$ cat src/rtl/cpu_dbg_pkg.sv
// rtl/cpu_dbg_pkg.sv - shared state encodings and helpers for the CPU debug sequencer
package cpu_dbg_pkg;

    localparam int STATE_W = 2;

    localparam logic [STATE_W-1:0] ST_HALT  = 2'd0;
    localparam logic [STATE_W-1:0] ST_RUN   = 2'd1;
    localparam logic [STATE_W-1:0] ST_STEP  = 2'd2;
    localparam logic [STATE_W-1:0] ST_BREAK = 2'd3;

    // Divider counter width; a divide-by-one still needs a one-bit counter.
    function automatic int cnt_width(input int div);
        return (div > 1) ? $clog2(div) : 1;
    endfunction

endpackage

$ cat src/rtl/sync_edge.sv
// rtl/sync_edge.sv - two-flop synchroniser with delay flop for level and rising-edge outputs
module sync_edge (
    input  logic clk,
    input  logic reset,
    input  logic d,
    output logic lvl,
    output logic rise
);

    logic s1;
    logic s2;
    logic s3;

    always_ff @(posedge clk) begin
        if (reset) begin
            s1 <= 1'b0;
            s2 <= 1'b0;
            s3 <= 1'b0;
        end else begin
            s1 <= d;
            s2 <= s1;
            s3 <= s2;
        end
    end

    assign lvl  = s2;
    assign rise = s2 & ~s3;

endmodule

$ cat src/rtl/cpu_step_ctrl.sv
// rtl/cpu_step_ctrl.sv - run/halt/single-step/breakpoint clock-enable sequencer for the core
import cpu_dbg_pkg::*;

module cpu_step_ctrl #(
    parameter int DIV       = 100,
    parameter bit RESET_RUN = 1'b1
) (
    input  logic                sysclk,
    input  logic                reset,
    input  logic                run_sw,
    input  logic                step_pulse,
    input  logic                halt_req,
    input  logic                bp_en,
    input  logic [31:0]         bp_addr,
    input  logic [31:0]         pc,
    output logic                cpu_ce,
    output logic                halted,
    output logic                bp_hit,
    output logic [STATE_W-1:0]  state,
    output logic [31:0]         inst_count
);

    localparam int                     CW       = cnt_width(DIV);
    localparam logic [CW-1:0]          CNT_MAX  = CW'(DIV - 1);
    localparam logic [STATE_W-1:0]     ST_RESET = RESET_RUN ? ST_RUN : ST_HALT;

    logic [STATE_W-1:0] st_q;
    logic [STATE_W-1:0] st_d;
    logic [CW-1:0]      cnt_q;
    logic               skip_q;
    logic [31:0]        inst_cnt;

    logic run_lvl;
    logic run_rise;
    logic step_lvl_unused;
    logic step_edge;
    logic tick;
    logic brk;
    logic ce_raw;
    logic leave_brk;

    sync_edge u_run_sync (
        .clk   (sysclk),
        .reset (reset),
        .d     (run_sw),
        .lvl   (run_lvl),
        .rise  (run_rise)
    );

    sync_edge u_step_sync (
        .clk   (sysclk),
        .reset (reset),
        .d     (step_pulse),
        .lvl   (step_lvl_unused),
        .rise  (step_edge)
    );

    assign tick   = (st_q == ST_RUN) && (cnt_q == CNT_MAX);
    assign brk    = bp_en && (pc == bp_addr) && !skip_q;
    assign ce_raw = (st_q == ST_STEP) || (tick && !brk && !halt_req && run_lvl);
    // The core must never advance while reset is held, whatever state is left over.
    assign cpu_ce = ce_raw && !reset;

    always_comb begin
        st_d = st_q;
        case (st_q)
            ST_RUN: begin
                if (halt_req || !run_lvl) st_d = ST_HALT;
                else if (tick && brk)     st_d = ST_BREAK;
            end
            ST_HALT: begin
                if (halt_req)       st_d = ST_HALT;
                else if (step_edge) st_d = ST_STEP;
                else if (run_lvl)   st_d = ST_RUN;
            end
            ST_STEP: st_d = ST_HALT;
            ST_BREAK: begin
                if (halt_req)       st_d = ST_HALT;
                else if (step_edge) st_d = ST_STEP;
                else if (run_rise)  st_d = ST_RUN;
            end
            default: st_d = ST_HALT;
        endcase
    end

    assign leave_brk = (st_q == ST_BREAK) && ((st_d == ST_STEP) || (st_d == ST_RUN));

    always_ff @(posedge sysclk) begin
        if (reset) begin
            st_q     <= ST_RESET;
            cnt_q    <= '0;
            skip_q   <= 1'b0;
            inst_cnt <= '0;
        end else begin
            st_q <= st_d;

            if ((st_d == ST_RUN) && (st_q != ST_RUN)) begin
                cnt_q <= '0;
            end else if (st_q == ST_RUN) begin
                cnt_q <= (cnt_q == CNT_MAX) ? '0 : cnt_q + 1'b1;
            end

            // skip lets the breakpoint instruction execute once before re-arming.
            if (leave_brk)   skip_q <= 1'b1;
            else if (cpu_ce) skip_q <= 1'b0;

            if (cpu_ce) inst_cnt <= inst_cnt + 32'd1;
        end
    end

    assign state      = st_q;
    assign inst_count = inst_cnt;
    assign halted     = reset ? !RESET_RUN : ((st_q == ST_HALT) || (st_q == ST_BREAK));
    assign bp_hit     = !reset && (st_q == ST_BREAK);

endmodule

$ cat config.mk
export PLATFORM = sky130hd
export DESIGN_NAME = cpu_step_ctrl
export DESIGN_NICKNAME = d
export VERILOG_FILES = /design/src/rtl/cpu_dbg_pkg.sv /design/src/rtl/sync_edge.sv /design/src/rtl/cpu_step_ctrl.sv
export SDC_FILE = /design/constraint.sdc
export NUM_CORES = 1
export LEC_CHECK = 0
export CAP_MARGIN = 20
export CORE_AREA = 2 2 83 85
export CTS_BUF_LIST = sky130_fd_sc_hd__clkbuf_4 sky130_fd_sc_hd__clkbuf_8 sky130_fd_sc_hd__clkbuf_16
export DETAILED_ROUTE_END_ITERATION = 8
export DIE_AREA = 0 0 85 87
export GPL_TIMING_DRIVEN = 0
export PLACE_DENSITY = 0.83
export SLEW_MARGIN = 20
export SYNTH_ARGS = -nofsm -noshare
export SYNTH_HDL_FRONTEND = slang
export SYNTH_SLANG_ARGS = --single-unit
$ cat constraint.sdc
create_clock -name sysclk -period 5.1 [get_ports sysclk]
set_input_delay 1.02 -clock sysclk [delete_from_list [all_inputs] [get_ports sysclk]]
set_output_delay 1.02 -clock sysclk [all_outputs]
set_load 0.02 [all_outputs]
==> flow_summary_export.csv <==
group,metric,value,unit
synthesis,synth_top_family_by_area,"simple AND/OR/NAND/NOR gates",
setup_path,crit_chain,"clkdlybuf4s50_1 -> xnor2_1 -> nand2_1 -> or4_4 -> o311ai_4 -> buf_6 -> buf_8 -> a21oi_1 -> clkdlybuf4s50_1",
floorplanning,die_w,85,µm
global_routing,grt_pass1_vias,2942,
setup_path,timing.critical_path.mode_cell,"clkdlybuf4s50_1",
setup_path,slowest_delay,570,ps
timing,slew_viol_final,0,
cells_and_area,diodes,0,
synthesis,synth_compound_area_frac,0.1224,
global_routing,grt.overflow.total,0,
synthesis,yosys.area_share.simple,0.2734,
min_path,min_path_type,"register to register",
route,drtAntennaViolNets,0,
synthesis,synth_fp_nets,438,
route,drc_errors,0,
setup_path,critPathRequiredTime,4080,ps
cells_and_area,layout.nets,550,
clock_tree,cts-htree-levels,2,
place,dp_cells,545,
min_path,hold_path_depth,1,
floorplanning,die_h,87,µm
clock_tree,clkSlewWorstSetupHoldPaths,80,ps
cells_and_area,area.sequential,960.9,µm²
synthesis,yosysWarnings,0,
power_and_ir_drop,powerDensity,170.9,nW/µm²
route,avgViaCountPerCell,5.448,
setup_path,cp_slowest_cell,"clkdlybuf4s50_1",
synthesis,yosysTopAreaCell,"dfxtp_1",
synthesis,syn_inst,360,
synthesis,synthArstFlopShare,0,
global_routing,track_usage,0.2190,
timing,finClkSkew,5.501,ps
synthesis,synth_top_area_frac,0.3133,
setup_path,crit_path_end_kind,"primary output",
clock_tree,clock_latency,300,ps
setup_path,r2r_cells,12,
global_routing,antenna_found_initial,0,
floorplanning,dieArea,7395,µm²
place,io_buffers,105,
clock_tree,cts_root_buf,"clkbuf_8",
global_routing,grt_pass1_wl,13310,µm
cells_and_area,final_core_util,0.6562,
route,drtIter0Drc,193,
cells_and_area,area_delta_synth_final,40.55,%
route,first_pass_iters,5,
place,dp_hpwl,6475,µm
route,via_count,3013,
synthesis,synthMuxAreaShare,0.1175,
timing,setup_viol,0,
synthesis,synth-xor-area-share,0.09425,
cells_and_area,drive_gt1_frac,0.1163,
setup_path,worstPathArrival,3710,ps
synthesis,netlist_area,3067,µm²
clock_tree,cts.path.max_buffers,2,
global_routing,grt_max_degree,15,
timing,post-route-min-period,4729,ps
synthesis,synth_edf_count,0,
route,wirelength,8152,µm
place,place.gp.congestion,0.8985,
setup_path,path_class,"primary input to primary output",
setup_path,critPathMaxFanout,10,
clock_tree,cts_tree,"yes",
timing,relSlewSlack,0.5615,
cells_and_area,fillers,562,
floorplanning,rows,30,
clock_tree,ctsHoldBuffers,0,
synthesis,synth_cell_types,43,
synthesis,synth_area_leaders,"dfxtp_1 31%, mux2_2 8.8%, nor2b_1 7.8%",
route,wl_per_cell,14.74,µm
power_and_ir_drop,p_leak,1.554,nW
status,status,"complete, no violations",
timing,tightest_slew,641.1,ps
timing,tns,0,ps
cells_and_area,multi_input_area,1963,µm²
floorplanning,fp.coreArea,6569,µm²
clock_tree,cts_sinks,48,
cells_and_area,final_cells,553,
job,drv_cap,0,
timing,rsz0062_at_grt,"no",
synthesis,seq_area_frac_synth,0.3133,
synthesis,synth_seq_cells,48,
floorplanning,ios,107,
clock_tree,ctsResizeCount,0,
synthesis,synth_area_per_cell,8.519,µm²
power_and_ir_drop,irDropWorstVdd,0.1726,mV
clock_tree,numCtsBuffers,5,
timing,finalHoldViolCount,0,
floorplanning,start_util,0.4669,
synthesis,synth_fa_ha_area_frac,0.03264,
setup_path,start_kind,"primary input",
synthesis,ys_dominant_reg_cell,"dfxtp_1",
timing,period_share,0.9272,
timing,clock.fmax,211.5,MHz
clock_tree,post_cts_buffers,0,
cells in the final DEF, fill, tap and decap left out, types with 4 or more instances in the layout:
master and n:
nor2b_1 38, clkbuf_1 11, and2_1 4, clkbuf_8 6, a211oi_1 5, a2111oi_0 9, mux2_4 6, ha_1 8
a21oi_2 6, nand4_1 17, o21ai_0 5, dfxtp_1 48, nor4_1 5, nand3_1 14, xor2_1 23, clkdlybuf4s50_1 105
a21oi_1 16, xnor2_1 10, and3_1 6, nor2_1 46, inv_1 12, nand2_1 16, mux2_2 24, nand2b_1 4
through the flow:
stage	instance area, µm²	worst slack (ps)	hold WS (ps)	total power, mW
finish	4310	371.4	449.6	0.7365
global route	4310	273.7	464.9	0.7676
CTS	4310	360.5	455.9	0.7391
detailed placement	4218	367.1	430.7	0.5087
global placement	4218	375.9	419.8	0.5045
floorplan	3067	1546	413.8	0.4378
where the power goes:
group | internal (mW) | switching [mW]
sequential | 0.379 | 0.00372
clock | 0.108 | 0.128
combinational | 0.0720 | 0.0453
worst max-delay path: cells and delay by family:
kind	cells	cell delay, ps
compound gates	2	550
xor+xnor	1	120
buf+inv	4	1410
simple gates	2	610
synth_stat cells, types with 8 or more instances:
master / n
dfxtp_1: 48
nor2_1: 46
nor2b_1: 38
mux2_2: 24
xor2_1: 23
nand4_1: 17
a21oi_1: 16
nand2_1: 16
nand3_1: 14
inv_1: 12
clkbuf_1: 11
xnor2_1: 10
a2111oi_0: 9
ha_1: 8
cells by family after synthesis:
family,after synthesis
AND/OR/NAND/NOR,159
AO/OA/AOI/OAI,51
flip-flops,48
XOR/XNOR,33
buffers and inverters,31
multiplexers,30
adder cells (fa/ha/maj),8
worst paths after layout:
check,to,slack [ps],from
worst min-delay path,u_run_sync.lvl,450,u_run_sync.s1
worst max register to register,cnt_q[3],2250,state[0]
worst max-delay path,cpu_ce,370,pc[7]
worst min register to register,u_run_sync.lvl,450,u_run_sync.s1
layer usage:
metal	vias to the layer above	routed length, µm	share of wire	track usage
li1	1482	-	-	-
met1	1402	3533	0.43	0.2793
met2	108	4042	0.50	0.3857
met3	21	429	0.053	0.03507
met4	0	146	0.018	0.05628
met5	-	0	0	0
cell type report:
type / count / area share
Multi-Input combinational cell: 281 / 0.4554
Buffer: 19 / 0.02264
Inverter: 12 / 0.01045
Sequential cell: 48 / 0.2229
Clock inverter: 2 / 0.002322
Tap cell: 80 / 0.02322
Clock buffer: 6 / 0.01916
Timing Repair Buffer: 105 / 0.2438
sequential cells by signal, summed over array words and instances (netlist names):
register         count
inst_count          32
u_run_sync.s1        1
skip_q               1
u_run_sync.s3        1
state                2
u_step_sync.s3       1
u_step_sync.lvl      1
cnt_q                7
u_step_sync.s1       1
u_run_sync.lvl       1
No activity file was read; power rests on OpenSTA's default activity.
